$ cat config.mk
export PLATFORM = sky130hd
export DESIGN_NAME = muldiv_unit_flat
export DESIGN_NICKNAME = d
export VERILOG_FILES = /design/src/rtl/muldiv_pkg.sv /design/src/rtl/muldiv_if.sv /design/src/rtl/muldiv_unit_addsub33.sv /design/src/rtl/muldiv_unit.sv /design/src/flat_wrapper.sv
export SDC_FILE = /design/constraint.sdc
export NUM_CORES = 1
export LEC_CHECK = 0
export BUFFER_PORTS_ARGS = -buffer_cell sky130_fd_sc_hd__buf_4
export CORE_ASPECT_RATIO = 1.1
export CORE_MARGIN = 8
export CORE_UTILIZATION = 50
export CTS_CLUSTER_SIZE = 8
export DETAILED_ROUTE_END_ITERATION = 10
export PLACE_DENSITY = 0.76
export SYNTH_ARGS = -nofsm -noshare
export SYNTH_HDL_FRONTEND = slang
export SYNTH_SLANG_ARGS = --single-unit
$ cat constraint.sdc
create_clock -name clk -period 7.98 [get_ports clk]
set_clock_uncertainty 0.05 [all_clocks]
set_input_delay 0.399 -clock clk [delete_from_list [all_inputs] [get_ports clk]]
set_output_delay 0.399 -clock clk [all_outputs]
set_load 0.02 [all_outputs]
$ cat src/rtl/muldiv_pkg.sv
// Shared encodings and helpers for the iterative RV32M multiply/divide unit.
package muldiv_pkg;

  localparam int XLEN = 32;

  localparam logic [2:0] OP_MUL    = 3'b000;
  localparam logic [2:0] OP_MULH   = 3'b001;
  localparam logic [2:0] OP_MULHSU = 3'b010;
  localparam logic [2:0] OP_MULHU  = 3'b011;
  localparam logic [2:0] OP_DIV    = 3'b100;
  localparam logic [2:0] OP_DIVU   = 3'b101;
  localparam logic [2:0] OP_REM    = 3'b110;
  localparam logic [2:0] OP_REMU   = 3'b111;

  typedef enum logic [1:0] {
    S_IDLE = 2'd0,
    S_CALC = 2'd1,
    S_FIX  = 2'd2,
    S_DONE = 2'd3
  } state_t;

  function automatic logic [XLEN-1:0] magnitude(input logic [XLEN-1:0] v, input logic is_signed);
    return (is_signed && v[XLEN-1]) ? (~v + 1'b1) : v;
  endfunction

endpackage

$ cat src/rtl/muldiv_if.sv
// Request/response bundle between the execute stage and the multiply/divide unit.
interface muldiv_if;
  import muldiv_pkg::*;

  logic            start;
  logic [2:0]      op;
  logic [XLEN-1:0] a;
  logic [XLEN-1:0] b;
  logic            busy;
  logic            done;
  logic [XLEN-1:0] result;

  modport master (output start, op, a, b, input busy, done, result);
  modport slave  (input start, op, a, b, output busy, done, result);
endinterface

$ cat src/rtl/muldiv_unit_addsub33.sv
// The single 33-bit adder/subtractor shared by every arithmetic step of the unit.
module addsub33 (
  input  logic [32:0] x,
  input  logic [32:0] y,
  input  logic        sub,
  output logic [32:0] sum
);
  assign sum = x + (sub ? ~y : y) + {32'd0, sub};
endmodule

$ cat src/rtl/muldiv_unit.sv
// Iterative RV32M sequencer: 32-step shift-add multiply / restoring divide on one adder.
module muldiv_unit
  import muldiv_pkg::*;
(
  input  logic     clk,
  input  logic     rstn,
  muldiv_if.slave  bus
);

  state_t          state;
  logic [4:0]      cnt;
  logic [XLEN-1:0] hi;   // product high half, or remainder
  logic [XLEN-1:0] lo;   // product low half, or quotient
  logic [XLEN-1:0] bm;
  logic [2:0]      op_q;
  logic            neg;

  logic [32:0]     add_x;
  logic [32:0]     add_y;
  logic [32:0]     add_sum;
  logic            add_sub;

  logic            mul_high;
  logic [XLEN-1:0] fix_raw;
  logic [32:0]     mul_acc;

  logic            a_signed;
  logic            b_signed;
  logic            neg_next;
  logic            div0;
  logic            ovf;
  logic [XLEN-1:0] forced;

  addsub33 u_addsub (
    .x   (add_x),
    .y   (add_y),
    .sub (add_sub),
    .sum (add_sum)
  );

  assign mul_high = !op_q[2] && (op_q != OP_MUL);
  assign mul_acc  = lo[0] ? add_sum : {1'b0, hi};

  always_comb begin
    if (op_q == OP_MUL)     fix_raw = lo;
    else if (!op_q[2])      fix_raw = hi;
    else if (!op_q[1])      fix_raw = lo;
    else                    fix_raw = hi;

    add_x   = {1'b0, hi};
    add_y   = {1'b0, bm};
    add_sub = op_q[2];
    if (state == S_FIX) begin
      // High word of a 64-bit negate is ~hi + (lo == 0); adding all-ones cancels the +1 when lo != 0.
      add_x   = {33{mul_high && (lo != '0)}};
      add_y   = {1'b0, fix_raw};
      add_sub = 1'b1;
    end else if (op_q[2]) begin
      add_x   = {hi, lo[XLEN-1]};
    end
  end

  always_comb begin
    a_signed = (bus.op == OP_MULH) || (bus.op == OP_MULHSU) || (bus.op == OP_DIV) || (bus.op == OP_REM);
    b_signed = (bus.op == OP_MULH) || (bus.op == OP_DIV) || (bus.op == OP_REM);
    case (bus.op)
      OP_MULH, OP_DIV:   neg_next = bus.a[XLEN-1] ^ bus.b[XLEN-1];
      OP_MULHSU, OP_REM: neg_next = bus.a[XLEN-1];
      default:           neg_next = 1'b0;
    endcase
    div0   = bus.op[2] && (bus.b == '0);
    ovf    = bus.op[2] && !bus.op[0] && (bus.a == 32'h8000_0000) && (bus.b == 32'hFFFF_FFFF);
    forced = bus.op[1] ? (div0 ? bus.a : '0) : (div0 ? 32'hFFFF_FFFF : 32'h8000_0000);
  end

  always_ff @(posedge clk or negedge rstn) begin
    if (!rstn) begin
      state      <= S_IDLE;
      cnt        <= '0;
      hi         <= '0;
      lo         <= '0;
      bm         <= '0;
      op_q       <= OP_MUL;
      neg        <= 1'b0;
      bus.busy   <= 1'b0;
      bus.done   <= 1'b0;
      bus.result <= '0;
    end else begin
      bus.done <= 1'b0;
      case (state)
        S_IDLE: begin
          if (bus.start) begin
            bus.busy <= 1'b1;
            op_q     <= bus.op;
            cnt      <= '0;
            bm       <= magnitude(bus.b, b_signed);
            if (div0 || ovf) begin
              hi    <= forced;
              lo    <= forced;
              neg   <= 1'b0;
              state <= S_FIX;
            end else begin
              hi    <= '0;
              lo    <= magnitude(bus.a, a_signed);
              neg   <= neg_next;
              state <= S_CALC;
            end
          end
        end
        S_CALC: begin
          if (op_q[2]) begin
            if (!add_sum[32]) begin
              hi <= add_sum[XLEN-1:0];
              lo <= {lo[XLEN-2:0], 1'b1};
            end else begin
              hi <= {hi[XLEN-2:0], lo[XLEN-1]};
              lo <= {lo[XLEN-2:0], 1'b0};
            end
          end else begin
            hi <= mul_acc[32:1];
            lo <= {mul_acc[0], lo[XLEN-1:1]};
          end
          cnt <= cnt + 5'd1;
          if (cnt == 5'd31) state <= S_FIX;
        end
        S_FIX: begin
          bus.result <= neg ? add_sum[XLEN-1:0] : fix_raw;
          state      <= S_DONE;
        end
        S_DONE: begin
          bus.done <= 1'b1;
          bus.busy <= 1'b0;
          state    <= S_IDLE;
        end
        default: state <= S_IDLE;
      endcase
    end
  end

endmodule

$ cat src/flat_wrapper.sv
// flat-port wrapper written by rule: the top's interface ports become plain ports
module muldiv_unit_flat import muldiv_pkg::*;
  (clk, rstn, bus_start, bus_op, bus_a, bus_b, bus_busy, bus_done, bus_result);
  muldiv_if bus_i ();
  input  logic clk;
  input  logic rstn;
  input wire logic [$bits(bus_i.start)-1:0] bus_start;
  input wire logic [$bits(bus_i.op)-1:0] bus_op;
  input wire logic [$bits(bus_i.a)-1:0] bus_a;
  input wire logic [$bits(bus_i.b)-1:0] bus_b;
  output wire logic [$bits(bus_i.busy)-1:0] bus_busy;
  output wire logic [$bits(bus_i.done)-1:0] bus_done;
  output wire logic [$bits(bus_i.result)-1:0] bus_result;
  assign bus_i.start = bus_start;
  assign bus_i.op = bus_op;
  assign bus_i.a = bus_a;
  assign bus_i.b = bus_b;
  assign bus_busy = bus_i.busy;
  assign bus_done = bus_i.done;
  assign bus_result = bus_i.result;
  muldiv_unit u_core (.clk(clk), .rstn(rstn), .bus(bus_i));
endmodule
==> results.py, run 1 <==
metrics = {
    "clock_tree": {
        "cts.sinks": 141,
        "path_clk_slew_ps": 70,
        "cts_setup_buffers": 0,
        "htree_levels": 4,
        "cts_tree": "yes",
        "cts_resized": 0,
        "cts.path.max_buffers": 2,
        "cts_buffers": 17,
        "root_buffer": "clkbuf_16",
        "clock_latency_ps": 440,
        "postCtsHoldBufs": 0,
    },
    "drt": {
        "drc": 0,
        "wl_per_cell_um": 22.64,
        "drt_pass1_iterations": 6,
        "drtAntennaViolNets": 0,
        "routed_via_density": 6.559,
        "wl_um": 46810,
        "vias": 13560,
        "drt-initial-drc-count": 1476,
    },
    "logic_synthesis": {
        "synth-seq-area-share": 0.2698,
        "synthXorXnorAreaFrac": 0.06229,
        "synth_area_um2": 13080,
        "synth_top_family_by_area": "compound AO/OA/AOI/OAI gates",
        "yosys.area_share.adder": 0.03980,
        "synth_nets": 1795,
        "ys_ff_latch": 141,
        "yosysWarnings": 0,
        "yosys.area_share.simple": 0.1801,
        "synth_compound_area_frac": 0.2907,
        "synth.mux.area_fraction": 0.1078,
        "synth_flop_cell": "dfrtp_1",
        "async_reset_ff_frac": 1.000,
        "synth_cell_types": 101,
        "syn_avg_cell_area_um2": 7.765,
        "syn-instance-count": 1684,
        "synth_edf_count": 0,
    },
    "floorplan": {
        "fp-row-count": 62,
        "die_h_um": 185.6,
        "die_area_um2": 31590,
        "design.core.area_um2": 25910,
        "ios": 104,
        "die_width_um": 170.2,
        "start_util": 0.5047,
    },
    "cells_and_area": {
        "final_cells": 2068,
        "fillers": 2539,
        "n_antenna_cell": 0,
        "multiInputGateArea_um2": 8949,
        "drive_above_1_share": 0.1334,
        "area_delta_synth_final_pct": 11.19,
        "ff_latch_area_um2": 3533,
        "finalNetCount": 1814,
    },
    "worst_setup_path": {
        "cp.required_ps": 8220,
        "end_kind": "register",
        "max_stage_delay_ps": 970,
        "cpMostUsedCell": "mux2i_1",
        "r2r_start": "u_core.op_q[2]",
        "crit_fanout": 57,
        "start_kind": "register",
        "slowest_stage": "dfrtp_4",
        "worstPathCellList": "nor2b_1 -> nor2_4 -> mux2i_1 -> a31oi_1 -> fa_1 -> a211oi_2 -> o21bai_1 -> a32o_2 -> o21ai_4 -> a211oi_4 -> o21a_1 -> nor2_2 -> mux2i_1 -> o221ai_1",
        "critPathArrivalTime_ps": 6370,
        "path_class": "reg -> reg",
        "startpoint": "u_core.op_q[2]",
    },
    "global_route": {
        "grt_pass1_wl_um": 71770,
        "grt_overflow": 0,
        "antenna_found_initial": 0,
        "grt_max_degree": 95,
        "grt_pass1_vias": 12700,
        "grt_usage": 0.2904,
    },
    "sta": {
        "setup_tns_ps": 0,
        "finalMaxSlewViolations": 0,
        "setup_violations": 0,
        "slew_headroom": 0.2184,
        "period_share": 0.7680,
        "hold_viol": 5,
        "hold_slack_ps": -9.914,
        "grt_setup_unrepaired": "no",
        "fmaxAchievable_mhz": 163.2,
        "min_period_ps": 6129,
        "worstMarginPinSlew_ps": 1171,
    },
    "placement": {
        "dp_hpwl_um": 34710,
        "dp.cells": 2036,
        "io_buffers": 103,
        "place.gp.congestion": 1.004,
    },
    "run_status": {
        "status": "finished with violations",
        "violations": "hold timing",
    },
    "worst_hold_path": {
        "worst_hold_path_type": "in -> async",
    },
    "flow_run": {
        "cap_viol_max_count": 0,
    },
}
==> critical path, delay by kind of cell, from the launching register on <==
kind	cells	cell delay, ps
fa+ha+maj	1	500
simple gates	3	1960
mux	2	740
compound gates	8	1730
flops	1	970
==> final timing paths <==
check / to / slack (ps) / cells past startpoint
max in group asynchronous: u_core.op_q[2] / 6680 / 2
hold / removal: u_core.bus.result[10] / -10 / 1
setup reg to reg: u_core.hi[27] / 1850 / 14
setup / recovery: u_core.hi[27] / 1850 / 14
min in group clk: u_core.lo[24] / 190 / 3
hold reg to reg: u_core.bus.result[28] / 440 / 2
==> cell usage after synthesis (18+ instances only) <==
library cell	number	area [um2]
dfrtp_1	141	3528
nor3_1	43	215.2
xnor2_1	62	543.0
a21oi_1	211	1056
ha_1	40	500.5
clkbuf_1	84	315.3
nand3_1	19	95.09
mux2_2	39	439.2
mux2i_1	97	970.9
inv_1	39	146.4
a21o_1	23	172.7
nor4_1	21	131.4
a211oi_1	24	180.2
nand2_1	144	540.5
nor2_1	172	645.6
xor2_1	31	271.5
o21ai_0	184	920.9
a31oi_1	18	112.6
==> metrics by stage <==
stage          worst slack (ps)  utilization  cell area, um2
2_1_floorplan              3554            -           13080
3_3_place_gp               2100       0.5383           13950
3_5_place_dp               1980       0.5383           13950
4_1_cts                    1936       0.5611           14540
5_1_grt                    1459       0.5611           14540
6_report                   1851       0.5611           14540
==> routing by layer <==
metal,vias up,share of wire,track usage
met3,160,0.082,0.03627
met2,731,0.45,0.4629
met4,0,0.059,0.1654
met1,6457,0.41,0.3761
li1,6216,-,-
met5,-,0,0
==> layout make-up <==
class / instances / area share
clock buffer: 21 / 0.03167
clock inverter: 11 / 0.009036
inverter: 42 / 0.01084
multi-input combinational: 1386 / 0.6155
sequential: 141 / 0.2430
tap: 352 / 0.03029
timing repair buffer: 115 / 0.05964
==> layout by cell type (no fill, tap or decap), drive strengths merged, types with 17 or more instances in the layout <==
cell	count
a21oi	212
o21ai	198
nor2	176
nand2	147
dfrtp	141
buf	115
mux2i	97
xnor2	62
nor3	47
inv	44
ha	40
mux2	39
xor2	31
a211oi	26
a21o	23
nor4	21
clkbuf	21
nand3	19
a31oi	19
nand4	19
o31ai	17
==> flip-flops by register name, indices dropped and copies added (netlist names) <==
| name | cells |
|---|---|
| u_core.lo | 32 |
| u_core.bus.result | 32 |
| u_core.state | 2 |
| u_core.cnt | 5 |
| u_core.hi | 32 |
| u_core.bm | 32 |
| u_core.neg | 1 |
| u_core.bus.busy | 1 |
| u_core.op_q | 3 |
| u_core.bus.done | 1 |
==> kinds of logic (layout without fill, tap and decap cells) <==
logic type | count (synthesis) | count (layout)
flops | 141 | 141
simple gates | 501 | 501
fa+ha+maj | 41 | 41
compound gates | 615 | 615
mux | 136 | 136
buf+inv | 157 | 189
xor+xnor | 93 | 93
Power of run 1 is left out: the tool's default activity adds up to more than one toggle a clock period on the data nets, which glitch-free logic cannot reach.
==> run 2: changes to the inputs <==
Clock period 7.98 ns to 6.4 ns, I/O delays scaled along.
==> run 2 against run 1 <==
  * The run now ends clean
  * Die area stayed put
  * Register-to-register slack lost 1300 ps
  * Cell area is 0.50% higher
  * Sequential share of layout area down 0.12 points
  * Via count is 1.9% higher
  * First-iteration DRC count increased by 39%
  * Fmax is 5.6% higher
  * Wire length increased by 6.2%
  * Critical path type unchanged
  * Non-clock buffer count increased by 11
  * Critical path depth increased by 2
==> results.py, run 2 (synthesized netlist as in run 1, its figures left out) <==
metrics = {
    "floorplan": {
        "die_area_um2": 31590,
        "die_h_um": 185.6,
        "fp-row-count": 62,
        "design.core.area_um2": 25910,
        "die_width_um": 170.2,
        "ios": 104,
        "start_util": 0.5047,
    },
    "drt": {
        "wl_um": 49700,
        "wl_per_cell_um": 23.91,
        "drt-initial-drc-count": 2059,
        "routed_via_density": 6.649,
        "drtAntennaViolNets": 0,
        "drc": 0,
        "vias": 13820,
        "drt_pass1_iterations": 7,
    },
    "worst_setup_path": {
        "reg2reg_slack_ps": 590,
        "path_class": "reg -> reg",
        "critPathArrivalTime_ps": 6030,
        "crit_fanout": 20,
        "end_kind": "register",
        "reg2reg_depth": 16,
        "cp.required_ps": 6630,
        "start_kind": "register",
        "max_stage_delay_ps": 1000,
        "cpMostUsedCell": "and2_1",
        "r2r_start": "u_core.lo[25]",
        "slowest_stage": "nor2_2",
        "worstPathCellList": "nor4_1 -> nand4_1 -> o221ai_2 -> and2_1 -> buf_4 -> a21oi_1 -> ha_1 -> and2_1 -> a32o_1 -> a31o_4 -> o21ai_4 -> a211oi_4 -> o21a_1 -> nor2_2 -> mux2i_1 -> o21ai_0",
        "r2r-end": "u_core.hi[2]",
    },
    "global_route": {
        "grt_max_degree": 95,
        "grt_pass1_vias": 12870,
        "grt_overflow": 0,
        "grt_pass1_wl_um": 75870,
        "grt_usage": 0.3100,
        "antenna_found_initial": 0,
    },
    "clock_tree": {
        "path_clk_slew_ps": 80,
        "cts.sinks": 141,
        "htree_levels": 4,
        "cts_resized": 0,
        "postCtsHoldBufs": 1,
        "cts.path.max_buffers": 2,
        "root_buffer": "clkbuf_16",
        "cts_setup_buffers": 0,
        "cts_tree": "yes",
        "cts_buffers": 17,
        "clock_latency_ps": 440,
    },
    "cells_and_area": {
        "layout_common_cells": "210 x a21oi_1, 184 x o21ai_0, 172 x nor2_1",
        "n_antenna_cell": 0,
        "drive_above_1_share": 0.1395,
        "multiInputGateArea_um2": 8949,
        "ff_latch_area_um2": 3533,
        "area_delta_synth_final_pct": 11.74,
        "fillers": 2509,
        "layout_commonest_cell": "a21oi_1",
        "design_area_um2": 14610,
        "finalNetCount": 1825,
    },
    "sta": {
        "setup_violations": 0,
        "slew_headroom": 0.1306,
        "setup_tns_ps": 0,
        "period_share": 0.9071,
        "min_period_ps": 5806,
        "fmaxAchievable_mhz": 172.2,
        "worstMarginPinSlew_ps": 1303,
        "finalMaxSlewViolations": 0,
        "hold_viol": 0,
        "hold_slack_ps": 125.6,
        "grt_setup_unrepaired": "no",
        "setup_slack_ps": 594.3,
    },
    "placement": {
        "place.gp.congestion": 0.9877,
        "io_buffers": 103,
        "dp_hpwl_um": 36250,
        "place_ws_ps": 847.6,
        "dpl-instance-area_um2": 14020,
    },
    "worst_hold_path": {
        "holdPathEnd": "u_core.lo[24]",
        "hold_start": "bus_a[24]",
        "worst_hold_path_type": "in -> reg",
        "min_path_cells": 3,
    },
    "run_status": {
        "status": "complete, no violations",
    },
    "flow_run": {
        "cap_viol_max_count": 0,
    },
}
run 2: changes by cell type in the layout (fill, tap and decap cells not counted):
cell / before / now
clkbuf_1: 2 / 0
buf_4: 114 / 124
clkinv_8: 0 / 1
dlygate4sd3_1: 0 / 1
inv_8: 0 / 4
clkinv_4: 1 / 2
clkinvlp_4: 3 / 1
bufinv_16: 2 / 0
run 2: worst max path at each step:
stage | from | endpoint | slack, ps | cells after the start
6_report | u_core.lo[25] | u_core.hi[2] | 590 | 16
5_1_grt | u_core.lo[25] | u_core.hi[16] | 270 | 15
4_1_cts | u_core.lo[25] | u_core.hi[16] | 790 | 16
3_5_place_dp | u_core.lo[25] | u_core.hi[16] | 850 | 16
3_3_place_gp | u_core.lo[25] | u_core.hi[7] | 940 | 15
2_1_floorplan | u_core.op_q[2] | u_core.hi[31] | 1970 | 17
run 2: layer usage:
metal	part of all wire	GRT usage	up-vias
li1	-	-	6258
met1	0.40	0.3976	6607
met2	0.46	0.4954	793
met5	0	0	-
met3	0.087	0.05303	165
met4	0.054	0.1605	0
run 2: final cells by class:
cell class,count,share of cell area
clock buffers,19,0.03100
clock inverters,13,0.008649
inverters,42,0.01079
multi-input cells,1386,0.6124
flip-flops and latches,141,0.2418
well taps,352,0.03014
repair buffers,126,0.06517
run 2: per-stage QoR:
step,cells,utilization
finish,2079,0.5639
detailed placement,2046,0.5412
global route,2079,0.5639
floorplan,1684,-
CTS,2079,0.5639
global placement,2046,0.5412
run 2: critical path: cells and delay by family, from the launching register on:
family | cells | cell delay (ps)
multiplexers | 1 | 350
AND/OR/NAND/NOR | 5 | 2360
flip-flops | 1 | 420
adder cells (fa/ha/maj) | 1 | 420
buffers and inverters | 1 | 360
AO/OA/AOI/OAI | 8 | 1670
Power of run 2 is left out for the same reason.
==> run 3: changes to the inputs <==
Settings changed: CELL_PAD_IN_SITES_DETAIL_PLACEMENT set to 0, CELL_PAD_IN_SITES_GLOBAL_PLACEMENT set to 2, CORE_UTILIZATION 50 to 37, PLACE_DENSITY 0.76 to 0.9.
==> run 3 against run 2 <==
  * Hold slack gained 12 ps
  * Sequential share of layout area shrank 0.20 points
  * Fmax shrank 1.0%
  * Largest cell class unchanged
  * First-iteration DRC count shrank 48%
  * Critical path depth is the same
  * Count of clock-buffer cells in the layout shrank 1
  * Worst setup slack lost 59 ps
  * Flip-flop and latch count is the same
  * Global-route usage shrank 7.1 points
  * Final cell count grew 4.4%
==> results.py, run 3 (synthesized netlist as in run 1, its figures left out) <==
metrics = {
    "run_status": {
        "status": "complete, no violations",
    },
    "cells_and_area": {
        "area_delta_synth_final_pct": 12.69,
        "post-route-util": 0.4205,
        "design_area_um2": 14740,
        "layout_commonest_cell": "a21oi_1",
        "drive_above_1_share": 0.1395,
        "layout_common_cells": "210 x a21oi_1, 184 x o21ai_0, 172 x nor2_1",
        "n_antenna_cell": 0,
        "fillers": 3598,
        "finalNetCount": 1825,
    },
    "floorplan": {
        "die_width_um": 195.2,
        "die_area_um2": 41620,
        "ios": 104,
        "die_h_um": 213.2,
        "start_util": 0.3731,
        "design.core.area_um2": 35040,
        "fp-row-count": 72,
    },
    "worst_setup_path": {
        "path_class": "reg -> reg",
        "slowest_stage": "nor2_2",
        "start_kind": "register",
        "cp.required_ps": 6710,
        "r2r_start": "u_core.op_q[2]",
        "reg2reg_depth": 16,
        "cp_top_family": "simple AND/OR/NAND/NOR gates",
        "r2r-end": "u_core.hi[24]",
        "worstPathCellList": "nor2b_1 -> nor2_4 -> buf_4 -> mux2i_1 -> nand2_1 -> o21ai_0 -> ha_1 -> a21oi_1 -> o21ai_1 -> nand2b_1 -> a31oi_1 -> a211oi_4 -> o21a_1 -> nor2_2 -> a211oi_1 -> o31ai_2",
        "cp_num_buf_inv": 1,
        "max_stage_delay_ps": 1010,
        "critPathArrivalTime_ps": 6170,
        "crit_fanout": 26,
        "reg2reg_slack_ps": 540,
        "end_kind": "register",
    },
    "clock_tree": {
        "cts.path.max_buffers": 2,
        "root_buffer": "clkbuf_16",
        "cts.sinks": 141,
        "clock_latency_ps": 450,
        "htree_levels": 4,
        "cts_resized": 0,
        "cts_tree": "yes",
        "cts_buffers": 17,
        "path_clk_slew_ps": 70,
    },
    "placement": {
        "dp_hpwl_um": 37760,
        "dpl-instance-area_um2": 14150,
        "place.gp.congestion": 0.9385,
        "io_buffers": 103,
    },
    "drt": {
        "drc": 0,
        "drtAntennaViolNets": 0,
        "vias": 13260,
        "routed_via_density": 6.105,
        "wl_um": 50710,
        "wl_per_cell_um": 23.36,
        "drt_pass1_iterations": 5,
        "drt-initial-drc-count": 1068,
    },
    "sta": {
        "grt_setup_unrepaired": "no",
        "min_period_ps": 5865,
        "finalMaxSlewViolations": 0,
        "setup_violations": 0,
        "fmaxAchievable_mhz": 170.5,
        "hold_viol": 0,
        "slew_headroom": 0.1556,
        "period_share": 0.9163,
        "worstMarginPinSlew_ps": 1265,
        "setup_tns_ps": 0,
    },
    "global_route": {
        "antenna_found_initial": 0,
        "grt_pass1_wl_um": 77900,
        "grt_usage": 0.2394,
        "grt_overflow": 0,
        "grt_max_degree": 87,
        "grt_pass1_vias": 12850,
    },
    "worst_hold_path": {
        "worst_hold_path_type": "in -> reg",
        "hold_start": "bus_a[6]",
        "min_path_cells": 3,
        "holdPathEnd": "u_core.lo[6]",
    },
    "flow_run": {
        "cap_viol_max_count": 0,
    },
}
run 3: cell count changes in the layout (fill, tap and decap cells not counted):
cell and change:
clkinv_8 -1, clkinvlp_4 +1, inv_8 -3, clkinv_2 +1, clkinv_4 +2, buf_12 +1
clkbuf_8 -1, bufinv_16 +1, buf_4 -1
run 3: repair_timing:
item / in CTS / in global routing
hold buffers: 1 / 0
setup buffers: 0 / 0
endpoints found under the hold margin: 43 / 0
run 3: how the worst max path moves through the flow:
stage,start,to,cells past startpoint
final,u_core.op_q[2],u_core.hi[24],16
after floorplan,u_core.op_q[2],u_core.hi[31],17
after CTS,u_core.op_q[2],u_core.hi[24],16
after global routing,u_core.op_q[2],u_core.hi[10],16
after detailed placement,u_core.op_q[2],u_core.hi[24],16
after global placement,u_core.op_q[2],u_core.hi[22],16
run 3: per-stage QoR:
stage          instances  hold WS, ps  worst slack, ps
2_1_floorplan       1684       -25.59             1974
3_3_place_gp        2138        428.3            805.6
3_5_place_dp        2138        436.8            699.5
4_1_cts             2171        130.0            669.0
5_1_grt             2171        134.9            261.3
6_report            2171        138.1            535.5
run 3: area by class of cell:
type	count	area, um2	share of cell area
Clock inverter	14	136.4	0.009255
Timing Repair Buffer	126	964.7	0.06547
Clock buffer	18	439.2	0.02980
Tap cell	444	555.5	0.03770
Sequential cell	141	3533	0.2398
Multi-Input combinational cell	1386	8949	0.6073
Inverter	42	157.7	0.01070
run 3: worst reg2reg max path, cell delays in order, from the launching register on:
cell	delay [ps]
dfrtp_4	680
nor2b_1	200
nor2_4	580
buf_4	420
mux2i_1	470
nand2_1	100
o21ai_0	100
ha_1	340
a21oi_1	170
o21ai_1	160
nand2b_1	190
a31oi_1	320
a211oi_4	100
o21a_1	330
nor2_2	1010
a211oi_1	260
o31ai_2	290
run 3: metal layers:
layer | GRT usage | vias to the layer above | share of wire
met5 | 0 | - | 0
li1 | - | 6252 | -
met4 | 0.1326 | 0 | 0.054
met3 | 0.02963 | 133 | 0.046
met2 | 0.3911 | 463 | 0.46
met1 | 0.3052 | 6407 | 0.44
Power of run 3 is left out for the same reason.
